## config.mk

```make
export PLATFORM = sky130hd
export DESIGN_NAME = safety_island_boot_ctrl
export DESIGN_NICKNAME = d
export VERILOG_FILES = /design/src/rtl/safety_island_boot_ctrl.sv
export SDC_FILE = /design/constraint.sdc
export NUM_CORES = 1
export LEC_CHECK = 0
export CELL_PAD_IN_SITES_DETAIL_PLACEMENT = 1
export CELL_PAD_IN_SITES_GLOBAL_PLACEMENT = 2
export CORE_UTILIZATION = 28
export CTS_CLUSTER_SIZE = 16
export DETAILED_ROUTE_END_ITERATION = 7
export PLACE_DENSITY_LB_ADDON = 0.1
export SYNTH_ARGS = -nofsm -noshare
export SYNTH_HDL_FRONTEND = slang
export SYNTH_SLANG_ARGS = --single-unit
```

## constraint.sdc

```tcl
create_clock -name clk_i -period 2.6 [get_ports clk_i]
set_clock_uncertainty 0.2 [all_clocks]
set_input_delay 0.39 -clock clk_i [delete_from_list [all_inputs] [get_ports clk_i]]
set_output_delay 0.39 -clock clk_i [all_outputs]
set_load 0.05 [all_outputs]
```

## src/rtl/safety_island_boot_ctrl.sv

```systemverilog
// Boot sequencer for the safety-island CV32RT core: samples the bootmode strap after reset,
// holds fetch off until code is loaded, then releases fetch with a programmable boot address.
module safety_island_boot_ctrl #(
    parameter int unsigned          AddrWidth       = 32,
    parameter logic [AddrWidth-1:0] DefaultBootAddr = AddrWidth'(32'h0000_0080),
    parameter int unsigned          ResetDelay      = 16
) (
    input  logic                 clk_i,
    input  logic                 rst_ni,
    input  logic [1:0]           bootmode_i,
    input  logic                 preload_done_i,
    input  logic                 reg_req_i,
    input  logic                 reg_we_i,
    input  logic [3:0]           reg_addr_i,
    input  logic [31:0]          reg_wdata_i,
    output logic                 reg_gnt_o,
    output logic                 reg_rvalid_o,
    output logic [31:0]          reg_rdata_o,
    output logic                 reg_err_o,
    output logic [AddrWidth-1:0] boot_addr_o,
    output logic                 fetch_enable_o,
    output logic                 boot_err_o
);

    localparam int unsigned CntW = $clog2(ResetDelay + 1);

    typedef enum logic [2:0] {
        RST_WAIT  = 3'd0,
        JTAG_WAIT = 3'd1,
        PRE_WAIT  = 3'd2,
        RUNNING   = 3'd3,
        ERROR     = 3'd4
    } state_e;

    state_e               state_q, state_d;
    logic [CntW-1:0]      cnt_q, cnt_d;
    logic [1:0]           mode_q, mode_d;
    logic [AddrWidth-1:0] boot_addr_q, boot_addr_d;
    logic                 fetch_en_q;
    logic                 boot_err_q;

    logic                 rvalid_p1;
    logic [31:0]          rdata_p1;
    logic                 err_p1;

    logic                 start;
    logic                 locked;
    logic                 acc_err;
    logic [31:0]          rdata_d;
    logic [31:0]          status;
    logic                 unused_wdata;

    assign unused_wdata = ^reg_wdata_i[1:0];
    assign locked       = (state_q == RUNNING) || (state_q == ERROR);
    assign status       = {25'd0, boot_err_q, fetch_en_q, mode_q, state_q};

    // Register decode: one access per cycle, response lands in the _p1 stage.
    always_comb begin
        boot_addr_d = boot_addr_q;
        start       = 1'b0;
        acc_err     = 1'b0;
        rdata_d     = '0;
        if (reg_req_i) begin
            case (reg_addr_i)
                4'h0: begin
                    if (reg_we_i) begin
                        if (locked) acc_err = 1'b1;
                        else        boot_addr_d = {reg_wdata_i[AddrWidth-1:2], 2'b00};
                    end else begin
                        rdata_d = 32'(boot_addr_q);
                    end
                end
                4'h4: begin
                    if (reg_we_i) start = reg_wdata_i[0];
                end
                4'h8: begin
                    if (reg_we_i) acc_err = 1'b1;
                    else          rdata_d = status;
                end
                default: acc_err = 1'b1;
            endcase
        end
    end

    always_comb begin
        state_d = state_q;
        cnt_d   = cnt_q;
        mode_d  = mode_q;
        case (state_q)
            RST_WAIT: begin
                if (cnt_q != CntW'(ResetDelay)) cnt_d = cnt_q + 1'b1;
                if (cnt_q == CntW'(ResetDelay - 1)) begin
                    mode_d = bootmode_i;
                    case (bootmode_i)
                        2'b00:   state_d = JTAG_WAIT;
                        2'b01:   state_d = PRE_WAIT;
                        default: state_d = ERROR;
                    endcase
                end
            end
            JTAG_WAIT: if (start) state_d = RUNNING;
            PRE_WAIT:  if (start || preload_done_i) state_d = RUNNING;
            default:   state_d = state_q;
        endcase
    end

    always_ff @(posedge clk_i or negedge rst_ni) begin
        if (!rst_ni) begin
            state_q     <= RST_WAIT;
            cnt_q       <= '0;
            mode_q      <= 2'b00;
            boot_addr_q <= DefaultBootAddr;
            fetch_en_q  <= 1'b0;
            boot_err_q  <= 1'b0;
        end else begin
            state_q     <= state_d;
            cnt_q       <= cnt_d;
            mode_q      <= mode_d;
            boot_addr_q <= boot_addr_d;
            fetch_en_q  <= (state_d == RUNNING);
            boot_err_q  <= (state_d == ERROR);
        end
    end

    // Response stage: valid follows every granted request by one cycle.
    always_ff @(posedge clk_i or negedge rst_ni) begin
        if (!rst_ni) begin
            rvalid_p1 <= 1'b0;
            rdata_p1  <= '0;
            err_p1    <= 1'b0;
        end else begin
            rvalid_p1 <= reg_req_i;
            rdata_p1  <= rdata_d;
            err_p1    <= acc_err;
        end
    end

    assign reg_gnt_o      = reg_req_i;
    assign reg_rvalid_o   = rvalid_p1;
    assign reg_rdata_o    = rdata_p1;
    assign reg_err_o      = err_p1;
    assign boot_addr_o    = boot_addr_q;
    assign fetch_enable_o = fetch_en_q;
    assign boot_err_o     = boot_err_q;

endmodule

```

==> impl.org, run 1 <==
** Worst setup path
- List of cells traversed by the critical path :: clkdlybuf4s50_1
- On the critical path the largest part of the delay comes from buffers and inverters.
- The worst setup path is captured at an output pin.
- The largest single stage delay on the critical path is just under 0.8 ns.
- The largest individual stage delay along the critical path comes from the cell clkdlybuf4s50_1.
- Element type at the critical path start :: flip-flop
- The critical path in this run is classified as flip-flop to output pin.
- The number of cells on the worst reg-to-reg path is 5.
- CP Data Arrival Time :: 1.67 ns
- Buffer and inverter count on the worst path :: 1
- Required time at the endpoint of the critical path :: 2.01 ns
- In this run the number of cells on the critical path is 1.
- Of all nets on the critical path, the largest fanout is 3.

** Detailed routing
- Once detail routing completed, the nets flagged for antenna violations numbered 0.
- Detailed Route Iter0 Violations :: between 60 and 70
- After detailed routing, the number of remaining DRC violations is 0.
- Via density per instance :: 4.32
- The final layout contains routed wiring with a total length of 6890 µm.
- Before antenna repair, the detailed router went through 2 iterations.
- Via total after detailed routing :: 2021
- In the final routed layout, each cell accounts on average for 14.7 µm.

** STA
- Post-layout worst setup margin :: 0.340 ns
- Worst hold slack :: 0.291 ns
- Fin Setup TNS :: 0 ns
- Measured slew at the worst slew-check pin :: 0.544 ns
- Setup repair after global routing left no endpoint under its margin.
- Based on the critical path, the design can be clocked at up to roughly 440 MHz.
- After layout, the minimum clock period comes to 2.26 ns.
- Count of final setup violators :: 0
- Number of slew-limit violations in the final report :: 0
- The final number of hold-violating endpoints is 0.
- The final critical path takes up 86.9% of the cycle.
- Max-slew headroom :: 63.6%

** Floorplanning
- Total die area :: 0.0109 mm²
- In this run the count of I/O pins placed on the die edge is around 110.
- From left edge to right edge, the die measures 104 µm.
- Effective utilization at floorplan :: 28.7%
- # rows :: 37
- The floorplan step set the die height to 104 µm.
- After floorplanning, the core was sized to cover 0.0102 mm².

** GRT
- Largest net degree at the start of global routing :: 47
- GRT overflow :: 0
- Vias in the first global route :: 2127
- The number of antenna violations at the first check in global routing was 0.
- Global-route wire length before repair :: roughly 11000 µm
- Total track usage :: about 13%

** Synthesis
- By area the synthesized netlist is led by dfrtp_1, mux2_1, and2_1.
- The synthesized netlist contains 35 unique library cells.
- A synthesized cell averages 14.0 µm².
- Area leader, netlist :: dfrtp_1
- Cell area after synthesis :: 0.00294 mm²
- Synthesis produced a netlist whose cell count is 210.
- Dominant synthesized flop cell :: dfrtp_1
- Post-synth ARST share :: 100%
- Synthesis inferred between 70 and 80 register bits.
- The share of synthesized area in the top cell type comes to between 60% and 70%.
- Number of synthesis warnings :: 0
- Fraction of the yosys area taken by sequential cells :: 64.8%
- Number of synthesized flops with an enable pin :: 0

** Cells and area
- Syn-to-layout area delta :: 50.6%
- For this run, the post-layout net count is 373.
- Ratio of cells with drive above 1 in the final layout :: 10.2%
- Final core utilization :: 43.2%
- Area of the multi-input gates :: approximately 930 µm²
- The repair_antennas step left the layout with diodes totalling 0.
- Sequential Area :: 0.00190 mm²
- # fillers :: 1063
- Finished Cell Area :: around 0.0044 mm²

** Worst hold path
- Along the worst hold path, the cell count comes to 1.
- In this run the worst hold path is classified as flip-flop to flip-flop.

** Clock tree
- CTS tree :: yes
- In this run the post-CTS setup repair buffer count came out at 0.
- The root buffer cell chosen for the clock tree is clkbuf_8.
- Clock-pin slew on the worst setup and hold paths :: ~0.08 ns
- Buffer levels on the longest clock path :: 2
- Clock network latency to the later pin of the worst-skew pair :: 0.34 ns
- Counting the buffers created by CTS gives 9.
- The clock net in this run drives a total of 76 sinks.
- Number of levels the H-tree was split into :: 3

** Place
- Setup slack at placement :: 0.167 ns
- Final GP Congestion :: 0.767
- Post-detailed-placement cell area :: 0.00418 mm²
- Once detailed placement completed, the half-perimeter wirelength came to between 4000 and 5000 µm.
- Buffers placed on the I/O ports in this run total 108.

** Pwr
- In this run the static leakage power is 2.02 nW.
- Maximum vdd drop :: 0.000257 V
- Power density cells :: 708 mW/mm²

** Run
- Number of max-cap violations :: 0

** Run status
- The run finished with clean final reports.
[where the power goes]
part           switching (W)  internal [W]  total [W]
registers          0.0000735       0.00128    0.00136
logic               0.000485      0.000286   0.000771
clock network       0.000434      0.000567    0.00100
[final timing paths]
path,start,to,slack [ns]
setup / recovery,boot_addr_o[7],boot_addr_o[7],0.34
hold / removal,cnt_q[3],cnt_q[3],0.29
setup reg to reg,state_q[0],boot_addr_o[10],0.51
hold reg to reg,cnt_q[3],cnt_q[3],0.29
max in group asynchronous,rst_ni,boot_addr_o[7],1.22
min in group asynchronous,rst_ni,reg_rdata_o[29],0.31
[cells by family after synthesis]
kind of cell	count (synthesis)	share of synthesized area, %
flops	76	64.8
xor+xnor	3	0.895
other cells	1	0.128
compound gates	14	3.50
fa+ha+maj	3	1.28
simple gates	58	11.8
mux	37	14.0
buf+inv	18	3.62
[registers in the layout, indices dropped and copies added (netlist names)]
signal	count
reg_rdata_o	32
state_q	3
fetch_enable_o	1
mode_q	2
reg_rvalid_o	1
boot_err_o	1
reg_err_o	1
cnt_q	5
boot_addr_o	30
[stage by stage]
stage                     power (W)  cells
after floorplan             0.00183    211
after global placement      0.00215    451
after detailed placement    0.00216    451
after CTS                   0.00318    468
after global routing        0.00328    468
final                       0.00313    468
[repair_timing]
item                                   4_1_cts  5_1_grt
hold buffers                                 1        0
endpoints found under the hold margin       30        0
resized for setup                            0        0
[final cells by class]
cell class                      instances  area share, %
Multi-Input combinational cell        117           21.1
Clock inverter                          6           1.98
Inverter                                7          0.595
Tap cell                              136           3.85
Sequential cell                        76           43.1
Timing Repair Buffer                  116           26.3
Clock buffer                           10           3.11
[routing by layer]
| layer | wire [µm] | global-route usage, % |
|---|---|---|
| met3 | 342 | 3.32 |
| met1 | 3240 | 17.9 |
| met5 | 0 | 0 |
| met2 | 3220 | 20.9 |
| met4 | 89 | 5.20 |
[placed cells by master (no fill, tap or decap), types with 2 or more instances in the layout]
cell               n
buf_12             2
clkbuf_8          10
clkinv_2           2
buf_4              7
mux2i_1            5
dfrtp_1           75
nor3b_1            3
conb_1             2
inv_1              7
nand2_1            3
clkdlybuf4s50_1  106
and2_1            25
mux2_1            30
o21ai_0            3
nor2_1            12
mux2_2             2
nor3_1             2
bufinv_16          2
clkinv_4           2
a31oi_1            2
xnor2_1            3
and3_1             4
ha_1               3
a21oi_1            3
and3b_1            2
[Yosys cell counts (all sizes together) (2+ instances only)]
library cell / count
buf: 9
inv: 7
mux2: 32
mux2i: 5
nor3: 2
ha: 3
a31oi: 2
xnor2: 3
dfrtp: 75
clkbuf: 2
nand2: 4
nor3b: 3
and2: 25
a21oi: 3
nor2: 12
and3: 5
o21ai: 3
and3b: 2
No activity file was read; power rests on OpenSTA's default activity.
==> run 2: changes to the inputs <==
--- a/config.mk
+++ b/config.mk
@@ -7,7 +7,7 @@
 export LEC_CHECK = 0
 export CELL_PAD_IN_SITES_DETAIL_PLACEMENT = 1
 export CELL_PAD_IN_SITES_GLOBAL_PLACEMENT = 2
-export CORE_UTILIZATION = 28
+export CORE_UTILIZATION = 30
 export CTS_CLUSTER_SIZE = 16
 export DETAILED_ROUTE_END_ITERATION = 7
 export PLACE_DENSITY_LB_ADDON = 0.1
==> constraint.sdc (replaced) <==
create_clock -name clk_i -period 2.9 [get_ports clk_i]
set_clock_uncertainty 0.2 [all_clocks]
set_input_delay 0.435 -clock clk_i [delete_from_list [all_inputs] [get_ports clk_i]]
set_output_delay 0.435 -clock clk_i [all_outputs]
set_load 0.05 [all_outputs]
==> run 2 against run 1 <==
- first-iteration DRC count down 7.9%
- count of clock-buffer cells in the layout rose by 1
- largest cell class unchanged
- sequential cell count unchanged
- final area down 1.3%
==> impl.org, run 2 (synthesized netlist as in run 1, its figures left out) <==
** Worst setup path
- The startpoint identified for the worst register-to-register timing path is cnt_q[0].
- Worst Setup End Kind :: output pin
- The number of cell instances on the worst register-to-register path is 6 (+1).
- The sum of buffers and inverters on the critical path was 1 (unchanged).
- Element type at the critical path start :: flip-flop
- Walking the worst path, the cells encountered are clkdlybuf4s50_1.
- Required time at the endpoint of the critical path :: 2.27 ns (+0.26 ns)
- The delay of the slowest critical-path stage was 0.79 ns (about the same).
- Path type of the worst setup path :: flip-flop to output pin
- Start point of the critical path :: boot_addr_o[7]
- The maximum fanout along the worst path was 3 (unchanged).
- In this run the critical register-to-register path is captured at mode_q[0].
- The slowest stage of the critical path is the clkdlybuf4s50_1 cell.
- R2R setup slack :: 0.80 ns (+0.29 ns)
- The data arrival time of the worst path is 1.67 ns (about the same).
- The cell family contributing the most delay on the critical path is buffers and inverters.

** Place
- The worst-case setup slack after placement is 0.485 ns (+0.318 ns).
- Final GP Congestion :: 0.799 (+4.1%)
- Half-perimeter wire length after detailed placement :: 4690 µm (-5.2%)
- The number of I/O port buffers was 108 (unchanged).

** STA
- The smallest clock period supported by the final layout is computed as 2.30 ns.
- Derived from the worst setup path, the maximum achievable clock frequency is around 430 MHz.
- The worst slew margin relative to its limit came to 37.0% (-27 points).
- The sum of negative setup slack is 0 ns (unchanged).
- The final-report max-slew violation count was 0 (unchanged).
- The minimum setup slack in the final design was 0.598 ns (+0.258 ns).
- Measured slew at the worst slew-check pin :: 0.945 ns (+0.401 ns)
- Setup repair after global routing left no endpoint under its margin.
- After layout, the worst path uses 79.4% of the clock period.
- The final number of hold-violating endpoints came to 0 (unchanged).
- The number of failing setup endpoints in the final timing report is 0 (unchanged).

** GRT
- GRT overflow :: 0 (unchanged)
- Total track usage :: 14.2% (+0.81 points)
- Largest net degree at the start of global routing :: 77 (+64%)
- The number of antenna violations at the first check in global routing came to 0 (unchanged).
- The number of global-route vias before repair was 2066 (-2.9%).
- The wire length of the first global-routing pass was 10900 µm (-2.4%).

** Clock tree
- Clk Tree Root Cell :: clkbuf_8
- Postcts setup bufs :: 0 (unchanged)
- The TritonCTS buffer count came to 9 (unchanged).
- Quantity of gates resized following cts :: 0 (unchanged)
- The maximum level of the CTS H-tree is 3 (unchanged).
- CTS tree :: yes
- The largest buffer count on any clock path was 2 (unchanged).
- Clock-pin slew on the worst setup and hold paths :: 0.09 ns (about the same)
- The worst-skew pair later-pin latency came to 0.33 ns (about the same).
- Post-CTS Hold Fix Bufs :: 0 (-1)
- The clock sink count came to 76 (unchanged).

** Floorplanning
- The full die area is 0.0102 mm² (-6.5%).
- The number of I/O pins came to 112 (unchanged).
- The die boundary height is 101 µm (-3.3%).
- The initial standard-cell utilization of the core came to 31.3% (+2.6 points).
- The core area was 0.00937 mm² (-8.4%).
- The die width came to 101 µm (-3.3%).
- # rows :: 35 (-5.4%)

** Detailed routing
- The remaining number of nets flagged by the antenna check after routing came to 0 (unchanged).
- The final routed DRC violation total is 0 (unchanged).
- The via count was 1972 (-2.4%).
- The routed via count divided by cell count was 4.32 (about the same).
- The wire length per cell was 14.7 µm (about the same).
- Total Wirelength :: 6730 µm (-2.4%)
- The first-pass detailed-route iteration total came to 4 (+2).
- The initial DRC count came to 58 (-7.9%).

** Cells and area
- The number of antenna cells inserted is 0 (unchanged).
- Most common library cell in the layout ignoring fill and taps :: clkdlybuf4s50_1
- Leading cell types in the layout, fill and taps excluded :: clkdlybuf4s50_1, dfrtp_1, mux2_1
- Ratio of cells with drive above 1 in the final layout :: 8.84% (-1.4 points)
- Net count of the finished layout :: 369 (-1.1%)
- The total of fill cells in the finished design was 1008 (-5.2%).
- Number of flip-flops under the largest register name :: 32 (unchanged)
- Syn-to-layout area delta :: 48.6%

** Pwr
- Final Total Pwr :: 0.00281 W (-10%)
- Power density cells :: 644 mW/mm² (-9.0%)
- The standby leakage power came to 1.99 nW (-1.2%).
- Maximum vdd drop :: 0.000214 V (-17%)

** Worst hold path
- The tightest min-delay check is of the primary input to async pin type.

** Run status
- The flow ran to the end, and the final reports show no timing, DRC or antenna violations.

** Run
- Number of max-cap violations :: 0 (unchanged)
-- run 2: layout make-up --
class                   instances  area [µm²]  share of cell area (%)
multi-input cells             117         930                    21.3
clock buffers                  11         141                    3.24
clock inverters                 5        82.6                    1.89
repair buffers                112        1120                    25.6
flip-flops and latches         76        1900                    43.6
well taps                     129         161                    3.70
inverters                       7        26.3                   0.602
-- run 2: worst max path at each step --
stage | end | slack (ns) | depth (start not counted)
finish | boot_addr_o[7] | 0.60 | 1
global route | boot_addr_o[7] | 0.55 | 1
CTS | boot_addr_o[7] | 0.57 | 1
detailed placement | reg_rdata_o[13] | 0.48 | 6
global placement | reg_rdata_o[13] | 0.53 | 6
floorplan | mode_q[0] | 1.02 | 6
-- run 2: per-layer routing --
layer | vias to the layer above | global-route usage [%] | share of wire, %
li1 | 929 | - | -
met1 | 984 | 19.4 | 48
met2 | 55 | 22.1 | 47
met3 | 4 | 3.05 | 4.4
met4 | 0 | 5.69 | 0.74
met5 | - | 0 | 0
-- run 2: metrics by stage --
stage	area (µm²)	std cells	util [%]	hold WS [ns]
2_1_floorplan	2940	211	-	-0.0606
3_3_place_gp	4140	441	44.2	0.282
3_5_place_dp	4140	441	44.2	0.285
4_1_cts	4360	457	46.6	0.0757
5_1_grt	4360	457	46.6	0.113
6_report	4360	457	46.6	0.0309
-- run 2: where the power goes --
part | internal, W | switching (W) | total, W | leakage, nW
registers | 0.00115 | 0.0000611 | 0.00121 | 1.01
logic | 0.000253 | 0.000436 | 0.000688 | 0.868
clock network | 0.000514 | 0.000397 | 0.000911 | 0.114
